==> config.mk <==
export PLATFORM = sky130hd
export DESIGN_NAME = seq_detect_ctrl_flat
export DESIGN_NICKNAME = d
export VERILOG_FILES = /design/src/rtl/seq_detect_ctrl_if.sv /design/src/rtl/seq_detect_ctrl.sv /design/src/flat_wrapper.sv
export SDC_FILE = /design/constraint.sdc
export NUM_CORES = 1
export LEC_CHECK = 0
export ABC_CLOCK_PERIOD_IN_PS = 3700
export CAP_MARGIN = 20
export CORE_AREA = 3 3 87 89
export DETAILED_ROUTE_END_ITERATION = 12
export DIE_AREA = 0 0 90 92
export PLACE_DENSITY = 0.53
export SYNTH_ARGS = -nofsm -noshare
export SYNTH_HDL_FRONTEND = slang
export SYNTH_SLANG_ARGS = --single-unit
==> constraint.sdc <==
create_clock -name clk -period 3.7 [get_ports clk]
set_input_delay 0.925 -clock clk [delete_from_list [all_inputs] [get_ports clk]]
set_output_delay 0.925 -clock clk [all_outputs]
set_load 0.03 [all_outputs]
==> src/rtl/seq_detect_ctrl_if.sv <==
// Byte-stream handshake between a byte-wide producer and seq_detect_ctrl.
//   byte_valid  producer has a byte on byte_data
//   byte_data   byte to serialise, MSB first
//   byte_ready  controller accepts the byte on this cycle
// Modports: master = producer side, slave = controller side.
interface seq_detect_ctrl_if;
  logic       byte_valid;
  logic [7:0] byte_data;
  logic       byte_ready;

  modport master (output byte_valid, output byte_data, input byte_ready);
  modport slave  (input byte_valid, input byte_data, output byte_ready);
endinterface

==> src/rtl/seq_detect_ctrl.sv <==
// Programmable serial-pattern detection controller.
// Bytes arriving over the byte handshake are shifted MSB-first, one bit per
// clock, into a history register. Each new bit is checked against a
// 1..MAX_LEN-bit pattern (overlapping occurrences count, across byte
// boundaries). Every occurrence gives a one-cycle match pulse and bumps a
// saturating counter.
// Ports:
//   clk, reset          clock, asynchronous active-low reset
//   cfg_we/cfg_pattern/cfg_len  configuration write (IDLE only), len clamped
//   start, stop         arm (IDLE only) / abort to IDLE (highest priority)
//   clr_count           synchronous clear of match_count
//   bus                 byte handshake (slave side)
//   match               one-cycle pulse per detected occurrence
//   match_count         saturating occurrence count
//   busy                high while ARMED or SHIFT
module seq_detect_ctrl #(
  parameter int MAX_LEN = 8,
  parameter int CNT_W   = 8
) (
  input  logic               clk,
  input  logic               reset,
  input  logic               cfg_we,
  input  logic [MAX_LEN-1:0] cfg_pattern,
  input  logic [3:0]         cfg_len,
  input  logic               start,
  input  logic               stop,
  input  logic               clr_count,
  seq_detect_ctrl_if.slave   bus,
  output logic               match,
  output logic [CNT_W-1:0]   match_count,
  output logic               busy
);

  localparam int              HC_W    = $clog2(MAX_LEN + 1);
  localparam logic [HC_W-1:0] HC_MAX  = HC_W'(MAX_LEN);
  localparam logic [3:0]      LEN_MAX = 4'(MAX_LEN);

  typedef enum logic [1:0] {
    IDLE  = 2'd0,
    ARMED = 2'd1,
    SHIFT = 2'd2
  } state_t;

  state_t             state, state_d;
  logic [MAX_LEN-1:0] pattern;
  logic [3:0]         len;
  logic [MAX_LEN-1:0] hist, hist_nxt, len_mask;
  logic [HC_W-1:0]    hist_cnt, hist_cnt_nxt;
  logic [7:0]         shift_buf;
  logic [2:0]         bit_idx;
  logic               do_cfg, do_load, do_shift, do_flush, hit;

  // Length 0 means a single bit; anything beyond the history width is capped.
  function automatic logic [3:0] clamp_len(input logic [3:0] l);
    if (l == 4'd0)   return 4'd1;
    if (l > LEN_MAX) return LEN_MAX;
    return l;
  endfunction

  function automatic logic [CNT_W-1:0] sat_inc(input logic [CNT_W-1:0] c);
    if (&c) return c;
    return c + CNT_W'(1);
  endfunction

  // byte_ready is decoded from state only, never from byte_valid.
  assign bus.byte_ready = (state == ARMED) || (state == SHIFT && bit_idx == 3'd0);
  assign busy           = (state != IDLE);

  always_comb begin
    state_d  = state;
    do_cfg   = 1'b0;
    do_load  = 1'b0;
    do_shift = 1'b0;
    do_flush = 1'b0;
    case (state)
      IDLE: begin
        do_cfg = cfg_we;
        if (start) begin
          state_d  = ARMED;
          do_flush = 1'b1;
        end
      end
      ARMED: begin
        if (bus.byte_valid) begin
          do_load = 1'b1;
          state_d = SHIFT;
        end
      end
      SHIFT: begin
        do_shift = 1'b1;
        // Last bit of the byte: chain straight into the next byte if offered.
        if (bit_idx == 3'd0) begin
          if (bus.byte_valid) do_load = 1'b1;
          else                state_d = ARMED;
        end
      end
      default: state_d = IDLE;
    endcase
    // Abort drops the in-flight byte and suppresses the shift on this edge.
    if (stop) begin
      state_d  = IDLE;
      do_cfg   = 1'b0;
      do_load  = 1'b0;
      do_shift = 1'b0;
      do_flush = 1'b1;
    end
  end

  // Match is judged on the history as it will be after this edge's shift.
  always_comb begin
    hist_nxt     = {hist[MAX_LEN-2:0], shift_buf[bit_idx]};
    hist_cnt_nxt = (hist_cnt == HC_MAX) ? hist_cnt : hist_cnt + HC_W'(1);
    len_mask     = ~({MAX_LEN{1'b1}} << len);
    hit          = do_shift && (int'(hist_cnt_nxt) >= int'(len)) &&
                   ((hist_nxt & len_mask) == (pattern & len_mask));
  end

  always_ff @(posedge clk or negedge reset) begin
    if (!reset) begin
      state       <= IDLE;
      pattern     <= '0;
      len         <= 4'd1;
      hist        <= '0;
      hist_cnt    <= '0;
      bit_idx     <= 3'd0;
      match       <= 1'b0;
      match_count <= '0;
    end else begin
      state <= state_d;
      if (do_cfg) begin
        pattern <= cfg_pattern;
        len     <= clamp_len(cfg_len);
      end
      if (do_load)       bit_idx <= 3'd7;
      else if (do_shift) bit_idx <= bit_idx - 3'd1;
      if (do_flush) begin
        hist     <= '0;
        hist_cnt <= '0;
      end else if (do_shift) begin
        hist     <= hist_nxt;
        hist_cnt <= hist_cnt_nxt;
      end
      match <= hit;
      // A clear coinciding with a match leaves that match counted.
      if (clr_count)  match_count <= hit ? CNT_W'(1) : '0;
      else if (hit)   match_count <= sat_inc(match_count);
    end
  end

  // The byte being serialised needs no reset: it is only read after a load.
  always_ff @(posedge clk) begin
    if (do_load) shift_buf <= bus.byte_data;
  end

endmodule

==> src/flat_wrapper.sv <==
// flat-port wrapper written by rule: the top's interface ports become plain ports
module seq_detect_ctrl_flat 
#(
  parameter int MAX_LEN = 8,
  parameter int CNT_W   = 8
)
  (clk, reset, cfg_we, cfg_pattern, cfg_len, start, stop, clr_count, match, match_count, busy, bus_byte_valid, bus_byte_data, bus_byte_ready);
  seq_detect_ctrl_if bus_i ();
  input  logic clk;
  input  logic reset;
  input  logic cfg_we;
  input  logic [MAX_LEN-1:0] cfg_pattern;
  input  logic [3:0] cfg_len;
  input  logic start;
  input  logic stop;
  input  logic clr_count;
  output logic match;
  output logic [CNT_W-1:0] match_count;
  output logic busy;
  input wire logic [$bits(bus_i.byte_valid)-1:0] bus_byte_valid;
  input wire logic [$bits(bus_i.byte_data)-1:0] bus_byte_data;
  output wire logic [$bits(bus_i.byte_ready)-1:0] bus_byte_ready;
  assign bus_i.byte_valid = bus_byte_valid;
  assign bus_i.byte_data = bus_byte_data;
  assign bus_byte_ready = bus_i.byte_ready;
  seq_detect_ctrl #(.MAX_LEN(MAX_LEN), .CNT_W(CNT_W)) u_core (.clk(clk), .reset(reset), .cfg_we(cfg_we), .cfg_pattern(cfg_pattern), .cfg_len(cfg_len), .start(start), .stop(stop), .clr_count(clr_count), .bus(bus_i), .match(match), .match_count(match_count), .busy(busy));
endmodule
==> results of run 1 <==
## logic make-up after synthesis
| group | share of synthesized area (%) |
|---|---|
| fa+ha+maj | 6.91 |
| xor+xnor | 4.46 |
| buf+inv | 4.25 |
| compound gates | 11.2 |
| flops | 49.6 |
| simple gates | 14.3 |
| mux | 9.30 |
## state kept, by name, indices dropped and copies added, names as in the netlist
name and flops:
u_core.bit_idx 3, u_core.hist 7, u_core.hist_cnt 4, u_core.len 4
u_core.match 1, u_core.match_count 8, u_core.pattern 8, u_core.shift_buf 8
u_core.state 2
## cell type report
class / count / area, µm²
Fill cell: 697 / 3920
Clock inverter: 3 / 20.0
Tap cell: 96 / 120
Sequential cell: 45 / 1170
Timing Repair Buffer: 40 / 388
Inverter: 17 / 63.8
Clock buffer: 5 / 68.8
Multi-Input combinational cell: 145 / 1090
## path summary, 6_finish.rpt
path / slack, ps / from / endpoint / cells after the start
worst max-delay path: 800 / u_core.bit_idx[0]$_DFFE_PN0P_ / bus_byte_ready / 5
worst min-delay path: 520 / u_core.bit_idx[1]$_DFFE_PN0P_ / u_core.bit_idx[1]$_DFFE_PN0P_ / 2
worst max register to register: 930 / u_core.hist_cnt[0]$_DFFE_PN0P_ / u_core.match_count[7]$_DFFE_PN0P_ / 12
worst min register to register: 520 / u_core.bit_idx[1]$_DFFE_PN0P_ / u_core.bit_idx[1]$_DFFE_PN0P_ / 2
max in group asynchronous: 2450 / reset / u_core.len[2]$_DFFE_PN0P_ / 1
min in group asynchronous: 720 / reset / u_core.match_count[5]$_DFFE_PN0P_ / 1
## worst max-delay path, delay by kind of cell, from the launching register on
family          cells  cell delay [ps]
compound gates      1              160
fa+ha+maj           1              230
buf+inv             3              800
flops               1              490
## per-stage QoR
step           hold WS, ps  instances  worst slack (ps)
2_1_floorplan          467        214              1080
3_3_place_gp           484        343               614
3_5_place_dp           499        343               540
4_1_cts                523        351               768
5_1_grt                547        351               603
6_report               517        351               801
## metal layers
metal / vias up / part of all wire, % / track usage, %
met4: 0 / 1.4 / 3.83
met2: 23 / 46 / 18.2
li1: 836 / - / -
met1: 787 / 48 / 16.5
met5: - / 0 / 0
met3: 6 / 4.0 / 3.61
## cells in the final DEF, fill, tap and decap left out, types with 4 or more instances in the layout
cell type,instances
nand2b_1,6
nor2b_1,4
nand2_1,11
nand4_1,4
mux2_2,13
a21oi_1,7
nor2_1,16
mux2i_1,5
clkbuf_8,5
ha_1,13
o21ai_0,7
nor3_1,5
xnor2_1,5
edfxtp_1,8
xor2_1,7
inv_1,17
a22o_1,9
dfrtp_1,36
clkdlybuf4s50_1,36
## power groups by stage
stage / Combinational, W / Sequential, W / Clock, W
floorplan: 0.000440 / 0.000677 / 0
global placement: 0.000597 / 0.000711 / 0
finish: 0.000596 / 0.000703 / 0.000304
global route: 0.000672 / 0.000712 / 0.000346
detailed placement: 0.000599 / 0.000713 / 0
CTS: 0.000603 / 0.000703 / 0.000323
==> out/metrics.yaml, run 1 <==
outcome:
  status: "complete, no violations"
timing:
  grt_setup_unrepaired: "false"
  finalSetupTns_ps: 0
  slew-limit-headroom_pct: 44.3
  final.period_utilization_pct: 78.4
  fmax_mhz: 345
  slew_viol_final: 0
  setup_viol: 0
  hold_viol_final: 0
  period_minus_slack_ps: 2900
  skew_ps: 5.61
  tightest_slew_ps: 835
clocking:
  cts_buffer_depth: 2
  cts_setup_buffers: 0
  cts_resized: 0
  cts_root_buf: "clkbuf_8"
  h-tree-depth: 2
  clock_latency_ps: 300
  cts_tree: "done"
  cts_made_buffers: 5
  clock-sinks: 45
  postCtsHoldBufs: 0
  clkSlewWorstSetupHoldPaths_ps: 80
detailed_routing:
  via_per_inst: 4.71
  first_pass_iters: 4
  wl_per_cell_um: 13.3
  wl_um: 4670
  num_vias: 1652
  drc: 0
  initialDrtViolationCount: 72
  ant_nets: 0
die:
  chipHeight_um: 92
  start_util_pct: 34.5
  core_area_um2: 6830
  pin_count: 38
  floorplan.rows: 30
  die_area_um2: 8280
  die_w_um: 90
setup_path:
  crit_path_top_delay_cell: "clkdlybuf4s50_1"
  critPathLaunchType: "flip-flop"
  path_cells: "inv_1 -> ha_1 -> a31oi_1 -> inv_1 -> clkdlybuf4s50_1"
  criticalPathCategory: "flip-flop to output pin"
  critical_path.max_stage_delay_ps: 590
  path_max_fanout: 5
  crit_top_cell: "inv_1"
  cp.arrival_ps: 1970
  worstPathRequired_ps: 2770
  end_kind: "output pin"
synth:
  ys_seq_elements: 45
  yosys.area.top_type: "dfrtp_1"
  yosysWarnings: 0
  ys_seq_area_share_pct: 49.6
  synth_top_area_share_pct: 38.3
  synth.area.top_cells: "dfrtp_1, edfxtp_1, ha_1"
  syn_avg_cell_area_um2: 11.0
  synth-edff-count: 8
  ys_types: 43
  synth_cells: 214
  syn_area_um2: 2350
  yosysMostFrequentCell: "dfrtp_1"
  syn_nets: 254
  yosys_most_used_dff: "dfrtp_1"
  synthArstFlopShare_pct: 82.2
  synth_common_cells: "dfrtp_1, inv_1, nor2_1"
place:
  place_hpwl_um: 3440
  place_congestion: 0.744
  portBuffers: 37
  placedInstanceArea_um2: 2830
grt:
  grt_pass1_vias: 1631
  grt_max_degree: 38
  grt_overflow: 0
  grt_pass1_wl_um: 8010
  antenna_found_initial: 0
  grt.total_usage_pct: 12.0
power:
  p_total_w: 0.00160
  pwr-share-comb_pct: 37.2
  p_int_w: 0.00102
  p_per_area_nw_per_um2: 550
  power.switching_w: 0.000582
  peakVddDrop_uv: 203
  p_leak_nw: 1.25
  pwr-share-seq_pct: 43.8
  p_clk_share_pct: 19.0
  swShare_pct: 36.3
finish:
  drive_gt1_share_pct: 11.8
  syn2layout_area_growth_pct: 23.8
  diodes: 0
  nNetsFinal: 294
  stdcell_area_um2: 2920
  post-route-util_pct: 42.7
min_path:
  hp-class: "flip-flop to flip-flop"
flow_run:
  cap_violations: 0
No activity file was read; power rests on OpenSTA's default activity.
==> run 2: changes to the inputs <==
--- a/config.mk
+++ b/config.mk
@@ -5,7 +5,7 @@
 export SDC_FILE = /design/constraint.sdc
 export NUM_CORES = 1
 export LEC_CHECK = 0
-export ABC_CLOCK_PERIOD_IN_PS = 3700
+export ABC_CLOCK_PERIOD_IN_PS = 3000
 export CAP_MARGIN = 20
 export CORE_AREA = 3 3 87 89
 export DETAILED_ROUTE_END_ITERATION = 12
==> constraint.sdc (replaced) <==
create_clock -name clk -period 3 [get_ports clk]
set_input_delay 0.75 -clock clk [delete_from_list [all_inputs] [get_ports clk]]
set_output_delay 0.75 -clock clk [all_outputs]
set_load 0.03 [all_outputs]
==> run 2 against run 1 <==
- non-clock buffer count increased by 3
- register-to-register slack worse by 690 ps
- worst hold slack got worse by 10 ps
- combinational power increased by 23%
- largest cell class unchanged
- highest routed layer unchanged
==> out/metrics.yaml, run 2 (same netlist as run 1, synthesis figures left out) <==
finish:
  diodes: 0  # unchanged
  syn2layout_area_growth_pct: 26.0
  seq_area_um2: 1170  # unchanged
  filler_cell_count: 680  # -2.4%
  drive_gt1_share_pct: 12.8  # +1.0 points
  nNetsFinal: 297  # +1.0%
  largestRegisters: "u_core.match_count x8, u_core.pattern x8, u_core.shift_buf x8"
  multi_input_area_um2: 1090  # unchanged
  final_cell_mix: "clkdlybuf4s50_1, dfrtp_1, inv_1"
detailed_routing:
  wl_um: 4660  # -0.24%
  num_vias: 1677  # +1.5%
  ant_nets: 0  # unchanged
  dr_wl_met3_um: 201  # +8.6%
  dr.max_layer_used: "met4"
  first_pass_iters: 4  # unchanged
  drc: 0  # unchanged
  via_per_inst: 4.74  # +0.65%
  wirelength_met1_um: 2060  # -8.7%
  initialDrtViolationCount: 81  # +13%
  wl_per_cell_um: 13.2  # -1.1%
  route.met2.wl_um: 2330  # +7.6%
grt:
  antenna_found_initial: 0  # unchanged
  grt_pass1_wl_um: 8170  # +2.0%
  grt.total_usage_pct: 12.2  # +0.14 points
  grt_max_degree: 38  # unchanged
  grt_overflow: 0  # unchanged
  grt_pass1_vias: 1742  # +6.8%
clocking:
  cts_setup_buffers: 0  # unchanged
  postCtsHoldBufs: 0  # unchanged
  cts_tree: "done"
  h-tree-depth: 2  # unchanged
  clock_latency_ps: 300  # about the same
  cts_resized: 0  # unchanged
  clkSlewWorstSetupHoldPaths_ps: 80  # about the same
  cts_made_buffers: 5  # unchanged
  cts_buffer_depth: 2  # unchanged
  clock-sinks: 45  # unchanged
  cts_root_buf: "clkbuf_8"
setup_path:
  end_kind: "flip-flop"
  criticalPathCategory: "flip-flop to flip-flop"
  cp.arrival_ps: 2970  # +1000 ps
  worstPathRequired_ps: 3220  # +450 ps
  path_max_fanout: 11  # +6
  critPathLaunchType: "flip-flop"
flow_run:
  cap_violations: 0  # unchanged
timing:
  finalSetupTns_ps: 0  # unchanged
  grt_setup_unrepaired: "false"
  slew-limit-headroom_pct: 43.5  # -0.86 points
  hold_viol_final: 0  # unchanged
  setup_viol: 0  # unchanged
  tightest_slew_ps: 848  # +12.9 ps
  hold-worst-slack_ps: 507  # -10.4 ps
  period_minus_slack_ps: 2760
  slew_viol_final: 0  # unchanged
  fmax_mhz: 362
  final.period_utilization_pct: 92.0
  skew_ps: 9.67  # +4.06 ps
die:
  core_area_um2: 6830  # unchanged
  chipHeight_um: 92  # unchanged
  die_area_um2: 8280  # unchanged
  floorplan.rows: 30  # unchanged
  pin_count: 38  # unchanged
  start_util_pct: 34.5  # unchanged
  die_w_um: 90  # unchanged
outcome:
  status: "complete, no violations"
min_path:
  hp-class: "flip-flop to flip-flop"
power:
  p_per_area_nw_per_um2: 697  # +27%
  peakVddDrop_uv: 234  # +15%
  p_leak_nw: 1.28  # +2.4%
place:
  place_hpwl_um: 3540  # +3.0%
  portBuffers: 37  # unchanged
  place_congestion: 0.794  # +6.8%
-- run 2: changes by cell type in the layout (fill, tap and decap cells not counted) --
cell        change
buf_4           +3
bufinv_16       +1
clkbuf_8        +1
clkinvlp_4      -1
inv_4           -1
-- run 2: critical path: stages, from the launching register on --
cell and delay (ps):
dfrtp_1 400, inv_1 90, ha_1 190, nand2_1 80, nor2_1 50, xnor2_1 140
ha_1 280, nand2b_1 90, a211o_2 120, a21oi_1 50, or4_4 490, or4_1 520
a21oi_1 160
-- run 2: worst paths after layout --
check / cells past startpoint / to / startpoint / slack, ps
max in group asynchronous: 1 / u_core.pattern[6]$_DFFE_PN0P_ / reset / 1910
worst min register to register: 2 / u_core.bit_idx[1]$_DFFE_PN0P_ / u_core.bit_idx[1]$_DFFE_PN0P_ / 510
worst min-delay path: 2 / u_core.bit_idx[1]$_DFFE_PN0P_ / u_core.bit_idx[1]$_DFFE_PN0P_ / 510
min in group asynchronous: 1 / u_core.match_count[5]$_DFFE_PN0P_ / reset / 560
worst max-delay path: 12 / u_core.match_count[6]$_DFFE_PN0P_ / u_core.hist_cnt[0]$_DFFE_PN0P_ / 240
worst max register to register: 12 / u_core.match_count[6]$_DFFE_PN0P_ / u_core.hist_cnt[0]$_DFFE_PN0P_ / 240
-- run 2: final cells by class --
| type | instances | area share [%] |
|---|---|---|
| multi-input cells | 145 | 36.6 |
| repair buffers | 43 | 13.8 |
| clock buffers | 6 | 2.78 |
| clock inverters | 2 | 1.22 |
| flip-flops and latches | 45 | 39.3 |
| inverters | 17 | 2.15 |
| well taps | 96 | 4.05 |
-- run 2: power by group --
group,leakage (nW),switching [W],internal (W),total (W)
Combinational,0.667,0.000379,0.000353,0.000731
Clock,0.0617,0.000205,0.000271,0.000476
Sequential,0.554,0.000113,0.000748,0.000862
Total,1.28,0.000696,0.00137,0.00207
-- run 2: routing by layer --
metal	global-route usage [%]	up-vias
met4	3.83	0
li1	-	847
met5	0	-
met3	3.53	5
met1	15.2	796
met2	20.3	29
-- run 2: metrics by stage --
stage | setup slack (ps) | cell area (µm²) | instances | power (W) | utilization [%]
floorplan | 379 | 2350 | 214 | 0.00138 | -
finish | 241 | 2970 | 354 | 0.00207 | 43.4
global placement | 259 | 2850 | 346 | 0.00161 | 41.7
CTS | 208 | 2970 | 354 | 0.00211 | 43.4
global route | 10.2 | 2970 | 354 | 0.00223 | 43.4
detailed placement | 204 | 2850 | 346 | 0.00162 | 41.7
==> run 3: changes to the inputs <==
--- a/config.mk
+++ b/config.mk
@@ -5,7 +5,7 @@
 export SDC_FILE = /design/constraint.sdc
 export NUM_CORES = 1
 export LEC_CHECK = 0
-export ABC_CLOCK_PERIOD_IN_PS = 3000
+export ABC_CLOCK_PERIOD_IN_PS = 2610
 export CAP_MARGIN = 20
 export CORE_AREA = 3 3 87 89
 export DETAILED_ROUTE_END_ITERATION = 12
==> constraint.sdc (replaced) <==
create_clock -name clk -period 2.61 [get_ports clk]
set_input_delay 0.6525 -clock clk [delete_from_list [all_inputs] [get_ports clk]]
set_output_delay 0.6525 -clock clk [all_outputs]
set_load 0.03 [all_outputs]
==> run 3 against run 2 <==
- the run now ends with setup timing left
- global-route usage fell by 0.089 points
- sequential cell count unchanged
- via count down 0.24%
- cell count grew 0.85%
- total power up 17%
- routed wire length grew 3.7%
- utilization increased by 2.7 points
- clock power fell by 2%
- setup slack worse by 300 ps
- combinational power rose by 30%
- largest power group unchanged
==> out/metrics.yaml, run 3 (same netlist as run 1, synthesis figures left out) <==
timing:
  fmax_mhz: 375  # +3.3%
  slew_viol_final: 0  # unchanged
  skew_ps: 8.11  # -1.56 ps
  period_minus_slack_ps: 2670  # -89.4 ps
  hold_viol_final: 0  # unchanged
  setup_viol: 5  # +5
  final.period_utilization_pct: 102  # +10 points
  finalWorstSetupSlack_ps: -60.0  # -301 ps
  grt_setup_unrepaired: "true"
  slew-limit-headroom_pct: 43.0  # -0.48 points
  tightest_slew_ps: 855  # +7.24 ps
clocking:
  cts_made_buffers: 5  # unchanged
  cts_buffer_depth: 2  # unchanged
  clock_latency_ps: 290  # about the same
  clock-sinks: 45  # unchanged
  h-tree-depth: 2  # unchanged
  clkSlewWorstSetupHoldPaths_ps: 80  # about the same
  cts_tree: "done"
  postCtsHoldBufs: 0  # unchanged
  cts_root_buf: "clkbuf_8"
grt:
  grt_pass1_vias: 1704  # -2.2%
  grt_overflow: 0  # unchanged
  antenna_found_initial: 0  # unchanged
  grt.total_usage_pct: 12.1  # -0.089 points
  grt_pass1_wl_um: 8010  # -1.9%
  grt_max_degree: 38  # unchanged
die:
  chipHeight_um: 92  # unchanged
  start_util_pct: 34.5  # unchanged
  die_area_um2: 8280  # unchanged
  floorplan.rows: 30  # unchanged
  pin_count: 38  # unchanged
  die_w_um: 90  # unchanged
  core_area_um2: 6830  # unchanged
place:
  preCtsSetupSlack_ps: -40.3  # -244 ps
  placed_cells: 349  # +0.87%
  placedInstanceArea_um2: 2870  # +0.79%
  place_congestion: 0.756  # -4.9%
  portBuffers: 37  # unchanged
  place_hpwl_um: 3490  # -1.5%
finish:
  diodes: 0  # unchanged
  filler_cell_count: 654  # -3.8%
  syn2layout_area_growth_pct: 33.8
  nNetsFinal: 300  # +1.0%
  instances_no_fill: 357  # +0.85%
  largestRegisters: "u_core.match_count x8, u_core.pattern x8, u_core.shift_buf x8"
  final_cell_mix: "dfrtp_1, clkdlybuf4s50_1, inv_1, nor2_1, ha_1"
  drive_gt1_share_pct: 21.5  # +8.7 points
  final_common_cell: "dfrtp_1"
  stdcell_area_um2: 3150  # +6.2%
detailed_routing:
  initialDrtViolationCount: 73  # -9.9%
  drc: 0  # unchanged
  wl_per_cell_um: 13.5  # +2.9%
  ant_nets: 0  # unchanged
  num_vias: 1673  # -0.24%
  wl_um: 4830  # +3.7%
  first_pass_iters: 4  # unchanged
  via_per_inst: 4.69  # -1.1%
setup_path:
  cp.arrival_ps: 2880  # -90 ps
  path_max_fanout: 7  # -4
  worstPathRequired_ps: 2820  # -400 ps
  criticalPathCategory: "flip-flop to flip-flop"
  end_kind: "flip-flop"
  critPathLaunchType: "flip-flop"
  reg2reg_slack_ps: -60  # -300 ps
power:
  p_per_area_nw_per_um2: 765  # +9.8%
  p_leak_nw: 1.37  # +6.8%
  p_total_w: 0.00241  # +17%
  peakVddDrop_uv: 319  # +36%
outcome:
  status: "finished with violations"
  violations: "setup timing"
min_path:
  hp-class: "input port to asynchronous set/reset pin"
flow_run:
  cap_violations: 0  # unchanged
run 3: cell type report:
| class | instances | area, µm² | area share [%] |
|---|---|---|---|
| Clock buffer | 7 | 96.3 | 3.06 |
| Clock inverter | 1 | 5.00 | 0.159 |
| Inverter | 17 | 63.8 | 2.03 |
| Multi-Input combinational cell | 145 | 1260 | 40.1 |
| Sequential cell | 45 | 1170 | 37.1 |
| Tap cell | 96 | 120 | 3.81 |
| Timing Repair Buffer | 46 | 435 | 13.8 |
run 3: path summary, 6_finish.rpt:
check	start	endpoint	depth (start not counted)
min reg2reg	u_core.bit_idx[1]$_DFFE_PN0P_	u_core.bit_idx[1]$_DFFE_PN0P_	2
min	reset	u_core.match_count[5]$_DFFE_PN0P_	1
max reg2reg	u_core.hist_cnt[0]$_DFFE_PN0P_	u_core.match_count[7]$_DFFE_PN0P_	12
max	u_core.hist_cnt[0]$_DFFE_PN0P_	u_core.match_count[7]$_DFFE_PN0P_	12
min in group clk	u_core.bit_idx[1]$_DFFE_PN0P_	u_core.bit_idx[1]$_DFFE_PN0P_	2
max in group asynchronous	reset	u_core.bit_idx[1]$_DFFE_PN0P_	1
run 3: where the power goes:
| part | total, W | switching (W) | internal [W] |
|---|---|---|---|
| clock | 0.000467 | 0.000228 | 0.000239 |
| combinational | 0.000951 | 0.000518 | 0.000433 |
| sequential | 0.000993 | 0.000132 | 0.000860 |
| total | 0.00241 | 0.000878 | 0.00153 |
run 3: repair_timing:
item	4_1_cts	5_1_grt
setup buffers	0	0
endpoints found under the setup margin	5	8
gates resized for setup	3	34
pin swaps	0	18
run 3: critical path: stages (launching register included):
cell and delay [ps]:
dfrtp_1 400, inv_2 100, ha_4 140, nand2_4 50, nor2_4 120, xnor2_2 90, ha_1 280, nand2b_4 110
a211o_4 120, a21oi_2 40, or4_4 580, or4_4 440, a21oi_2 130
run 3: metrics by stage:
stage | hold slack (ps) | utilization, % | setup TNS, ps
final | 466 | 46.1 | -118
after detailed placement | 487 | 42.0 | -155
after CTS | 498 | 43.6 | -14.1
after floorplan | 357 | - | 0
after global placement | 480 | 42.0 | -11.5
after global routing | 533 | 46.1 | -936
run 3: per-layer routing:
metal  GRT usage [%]  part of all wire, %  vias up
met5               0                    0        -
met4            3.70                 0.87        0
met3            3.69                  3.8        5
met2            20.8                   49       22
met1            14.5                   46      797
li1                -                    -      849
